`config.mk`:
```
export PLATFORM = sky130hd
export DESIGN_NAME = spike_synapse_flat
export DESIGN_NICKNAME = d
export VERILOG_FILES = /design/src/rtl/spike_synapse_if.sv /design/src/rtl/spike_synapse.sv /design/src/flat_wrapper.sv
export SDC_FILE = /design/constraint.sdc
export NUM_CORES = 1
export LEC_CHECK = 0
export BUFFER_PORTS_ARGS = -buffer_cell sky130_fd_sc_hd__buf_2
export CAP_MARGIN = 10
export CELL_PAD_IN_SITES_DETAIL_PLACEMENT = 2
export CELL_PAD_IN_SITES_GLOBAL_PLACEMENT = 2
export CORE_UTILIZATION = 40
export DETAILED_ROUTE_END_ITERATION = 10
export PLACE_DENSITY = 0.92
export SLEW_MARGIN = 20
export SYNTH_ARGS = -nofsm -noshare
export SYNTH_HDL_FRONTEND = slang
export SYNTH_SLANG_ARGS = --single-unit
```
`constraint.sdc`:
```
create_clock -name clk -period 7.8 [get_ports clk]
set_input_delay 1.17 -clock clk [delete_from_list [all_inputs] [get_ports clk]]
set_output_delay 1.17 -clock clk [all_outputs]
set_load 0.02 [all_outputs]
```
`src/rtl/spike_synapse_if.sv`:
```
// Signal bundle between the synapse front end and its driver.
// Carries spikes, weight writes and the current fed to the lif neuron.
interface spike_synapse_if #(
    parameter int NUM_IN = 4,
    parameter int AW     = $clog2(NUM_IN)
);
    logic [NUM_IN-1:0] pre_spike;
    logic              post_spike;
    logic              wr_en;
    logic [AW-1:0]     wr_addr;
    logic [7:0]        wr_data;
    logic [7:0]        current;
    logic              refractory;
    logic              sat;

    modport master (
        output pre_spike,
        output post_spike,
        output wr_en,
        output wr_addr,
        output wr_data,
        input  current,
        input  refractory,
        input  sat
    );

    modport slave (
        input  pre_spike,
        input  post_spike,
        input  wr_en,
        input  wr_addr,
        input  wr_data,
        output current,
        output refractory,
        output sat
    );
endinterface

```
`src/rtl/spike_synapse.sv`:
```
// Weighted spike accumulator with exponential decay and saturation.
// A post-synaptic spike clears the current and opens a refractory window.
module spike_synapse #(
    parameter int NUM_IN      = 4,
    parameter int DECAY_SHIFT = 2,
    parameter int REFRAC      = 4,
    parameter int W_INIT      = 40
) (
    input  logic           clk,
    input  logic           rst,
    spike_synapse_if.slave bus
);
    localparam int AW = $clog2(NUM_IN);
    localparam int SW = 8 + AW;
    localparam int NW = SW + 2;

    logic [7:0]    w_q [NUM_IN];
    logic [7:0]    cur_q;
    logic [7:0]    cur_d;
    logic          sat_q;
    logic          sat_d;
    logic [7:0]    cnt_q;
    logic [7:0]    cnt_d;
    logic [7:0]    dec;
    logic [SW-1:0] sum;
    logic [NW-1:0] nxt;

    // Minimum decay of one so small residues still drain to zero.
    always_comb begin
        dec = cur_q >> DECAY_SHIFT;
        if (dec == 8'd0 && cur_q != 8'd0) begin
            dec = 8'd1;
        end
    end

    always_comb begin
        sum = '0;
        for (int i = 0; i < NUM_IN; i++) begin
            if (bus.pre_spike[i]) begin
                sum = sum + SW'(w_q[i]);
            end
        end
    end

    assign nxt = NW'(cur_q) - NW'(dec) + NW'(sum);

    always_comb begin
        cur_d = cur_q;
        sat_d = sat_q;
        cnt_d = cnt_q;
        priority case (1'b1)
            bus.post_spike: begin
                cur_d = 8'd0;
                sat_d = 1'b0;
                cnt_d = 8'(REFRAC);
            end
            (cnt_q != 8'd0): begin
                cur_d = 8'd0;
                sat_d = 1'b0;
                cnt_d = cnt_q - 8'd1;
            end
            default: begin
                if (nxt > NW'(255)) begin
                    cur_d = 8'hff;
                    sat_d = 1'b1;
                end else begin
                    cur_d = nxt[7:0];
                    sat_d = 1'b0;
                end
            end
        endcase
    end

    always_ff @(posedge clk or posedge rst) begin
        if (rst) begin
            cur_q <= 8'd0;
            sat_q <= 1'b0;
            cnt_q <= 8'd0;
        end else begin
            cur_q <= cur_d;
            sat_q <= sat_d;
            cnt_q <= cnt_d;
        end
    end

    // Write lands after this edge's sum, so a same-cycle spike sees the old weight.
    always_ff @(posedge clk or posedge rst) begin
        if (rst) begin
            for (int i = 0; i < NUM_IN; i++) begin
                w_q[i] <= 8'(W_INIT);
            end
        end else if (bus.wr_en) begin
            w_q[bus.wr_addr] <= bus.wr_data;
        end
    end

    assign bus.current    = cur_q;
    assign bus.sat        = sat_q;
    assign bus.refractory = (cnt_q != 8'd0);
endmodule

```
`src/flat_wrapper.sv`:
```
// flat-port wrapper written by rule: the top's interface ports become plain ports
module spike_synapse_flat 
#(
    parameter int NUM_IN      = 4,
    parameter int DECAY_SHIFT = 2,
    parameter int REFRAC      = 4,
    parameter int W_INIT      = 40
)
  (clk, rst, bus_pre_spike, bus_post_spike, bus_wr_en, bus_wr_addr, bus_wr_data, bus_current, bus_refractory, bus_sat);
  spike_synapse_if #(.NUM_IN(NUM_IN)) bus_i ();
  input  logic clk;
  input  logic rst;
  input wire logic [$bits(bus_i.pre_spike)-1:0] bus_pre_spike;
  input wire logic [$bits(bus_i.post_spike)-1:0] bus_post_spike;
  input wire logic [$bits(bus_i.wr_en)-1:0] bus_wr_en;
  input wire logic [$bits(bus_i.wr_addr)-1:0] bus_wr_addr;
  input wire logic [$bits(bus_i.wr_data)-1:0] bus_wr_data;
  output wire logic [$bits(bus_i.current)-1:0] bus_current;
  output wire logic [$bits(bus_i.refractory)-1:0] bus_refractory;
  output wire logic [$bits(bus_i.sat)-1:0] bus_sat;
  assign bus_i.pre_spike = bus_pre_spike;
  assign bus_i.post_spike = bus_post_spike;
  assign bus_i.wr_en = bus_wr_en;
  assign bus_i.wr_addr = bus_wr_addr;
  assign bus_i.wr_data = bus_wr_data;
  assign bus_current = bus_i.current;
  assign bus_refractory = bus_i.refractory;
  assign bus_sat = bus_i.sat;
  spike_synapse #(.NUM_IN(NUM_IN), .DECAY_SHIFT(DECAY_SHIFT), .REFRAC(REFRAC), .W_INIT(W_INIT)) u_core (.clk(clk), .rst(rst), .bus(bus_i));
endmodule
```
==> results.toml <==
[outcome]
status = "complete, no violations"

[logic_synthesis]
syn_inst = 441
synth_seq_cells = 49
netlist_area_um2 = 4140
synthArstFlopShare_pct = 100
synthDistinctLibCells = 60
yosys.area.top_type = "dfrtp_1"
syn_nets = 506
yosysTopAreaCellShare_pct = 24.8
synthFlopType = "dfrtp_1"
syn_area_per_cell_um2 = 9.38
ys_warn_count = 0
synth_edf_count = 0
yosys-top-cells-area = "dfrtp_1 25%, ha_1 13%, mux2_2 11%"
synth-seq-area-share_pct = 29.9

[grt]
grt_pass1_vias = 4164
grt_overflow = 0
antenna_found_initial = 0
grt_pass1_wl_um = 21800
grt_usage_pct = 25.4
grt_max_degree = 50

[clock_network]
postCtsSetupRepairBufs = 0
ctsHoldBuffers = 0
post_cts_resized = 0
cts_buffer_depth = 2
root_buffer = "clkbuf_8"
cts_tree = "done"
cts.sinks = 49
clk_pin_slew_ps = 100
insertion_delay_ps = 320
cts_max_level = 2
cts_inserted_buffers = 5

[die]
die_y_um = 104
io_pins = 28
rows = 36
core_um2 = 9910
die_w_um = 104
start_util_pct = 41.8
die_area_um2 = 10800

[critical_path]
r2r_cells = 27
crit_required_ps = 7950
r2r_start = "u_core.w_q[25]$_DFFE_PP0P_"
worst_setup_path_end_kind = "flip-flop"
r2r-end = "u_core.bus.current[2]$_DFF_PP0_"
crit_fanout = 9
path_class = "in -> reg"
cp_data_arrival_time_ps = 7160
cp-startpoint = "bus_pre_spike[0]"
ff2ff_setup_slack_ps = 1450
cp-endpoint = "u_core.bus.current[2]$_DFF_PP0_"
worst_setup_path_start_kind = "primary input"

[sta]
setup_viol = 0
worst_clock_skew_ps = 11.3
fmax_mhz = 143
relSlewSlack_pct = 38.2
slew_viol_final = 0
fin_crit_ps = 7010
rsz0062_at_grt = "false"
period_share_pct = 89.9
fin_hold_ws_ps = 520
fin_ws_ps = 790
final.setup.tns_ps = 0
tightest_slew_ps = 926
hold_viol = 0

[detailed_routing]
viasPerCell = 6.01
post_drt_wl_per_cell_um = 21.3
routed_wl_um = 12800
drt_iter0_drc = 113
antenna_left = 0
drt_pass1_iterations = 4
drc = 0
via_count = 3619

[place]
pre_cts_ws_ps = 688
gp_congestion = 0.850
place_area_um2 = 4410
numPortBuffers = 27
dp_hpwl_um = 9830

[finish]
final_cell_area_um2 = 4520
fin_nets = 533
num_antenna_cells = 0
drive_gt1_share_pct = 20.0
flow.area_growth_from_synthesis_pct = 9.19

[worst_hold_path]
hold_path.class = "reg -> reg"
worstHoldStart = "u_core.w_q[24]$_DFFE_PP0P_"

[job]
max_cap_viol_count = 0
[flip-flops by register name, indices dropped and copies added, names as in the netlist]
name	flops
u_core.w_q	32
u_core.bus.current	8
u_core.cnt_q	8
u_core.bus.sat	1
[worst max-delay path, cell delays in order]
cell and delay, ps:
buf_2 170, and2_1 180, ha_1 200, inv_1 70, fa_1 450, xnor2_1 170
mux2_2 300, ha_1 260, a211oi_1 370, o21ai_0 210, a21oi_1 210, xnor2_1 110
a221o_1 360, ha_1 350, o21ai_0 160, nor2_1 140, a41oi_1 500, nor4b_4 100
a311o_1 370, ha_1 340, o21ai_0 100, a31oi_1 210, a31oi_1 130, o21ai_2 350
a31oi_1 190
[stage by stage]
stage               util (%)  cells
floorplan                  -    441
global placement        44.5    594
detailed placement      44.5    594
CTS                     45.6    602
global route            45.6    602
finish                  45.6    602
[layout make-up]
type	count	area, um2
clock buffers	7	96.3
clock inverters	1	8.76
fillers	1112	5390
inverters	37	140
multi-input cells	348	2740
flip-flops and latches	49	1240
well taps	133	166
repair buffers	27	135
[metal layers]
layer,GRT usage (%),vias to the layer above,wire length [um]
li1,-,1676,-
met1,31.3,1849,5600
met2,45.7,63,6630
met3,2.58,31,252
met4,9.29,0,358
met5,0,-,0
[how the worst min path moves through the flow]
stage / depth (start not counted) / slack [ps] / end
after detailed placement: 1 / 500 / u_core.w_q[26]$_DFFE_PP0P_
after floorplan: 1 / 470 / u_core.w_q[31]$_DFFE_PP0P_
after global routing: 1 / 540 / u_core.w_q[24]$_DFFE_PP0P_
final: 1 / 520 / u_core.w_q[24]$_DFFE_PP0P_
after CTS: 1 / 520 / u_core.w_q[26]$_DFFE_PP0P_
after global placement: 1 / 490 / u_core.w_q[28]$_DFFE_PP0P_
[kinds of logic (layout without fill, tap and decap cells)]
| family | after synthesis | after routing | share of synthesized area (%) |
|---|---|---|---|
| flops | 49 | 49 | 29.9 |
| compound gates | 135 | 135 | 21.5 |
| mux | 43 | 43 | 11.6 |
| buf+inv | 44 | 72 | 4.02 |
| simple gates | 99 | 99 | 12.8 |
| xor+xnor | 24 | 24 | 5.08 |
| fa+ha+maj | 47 | 47 | 15.1 |
[Yosys cell counts, drive strengths merged, types with 3 or more instances]
cell     n
o21bai   3
and2     6
buf      4
nor2b    6
fa       5
a31oi   13
o21a     9
o211ai   4
nor2    33
a21oi   23
xnor2   18
a21o     9
nand2   18
dfrtp   41
xor2     6
o31a     7
nand3    5
a311oi   3
dfstp    8
o21ai   37
ha      42
a211oi  10
inv     35
clkbuf   3
nor3    11
mux2i    3
mux2    40
nand2b   4
[cells in the final DEF, fill, tap and decap left out, types with 3 or more instances in the layout]
cell type  Yosys  layout
ha_1          42      42
o211ai_1       4       4
a21oi_1       23      23
a31oi_1       13      13
o21bai_1       3       3
a211oi_1      10      10
inv_1         34      33
buf_2          1      27
and2_1         6       6
nand2_1       18      18
dfstp_2        8       8
nor3_1         9       9
a21o_1         9       9
xor2_1         6       6
nor2_1        33      33
nand2b_1       4       4
xnor2_1       18      18
o31a_1         7       7
mux2_2        40      40
o21a_1         9       9
nand3_1        5       5
mux2i_1        3       3
clkbuf_8       0       7
o21ai_0       36      36
fa_1           5       5
nor2b_1        5       5
dfrtp_1       41      41
a311oi_1       3       3
Power is left out: the tool's default activity adds up to more than one toggle a clock period on the data nets, which glitch-free logic cannot reach.
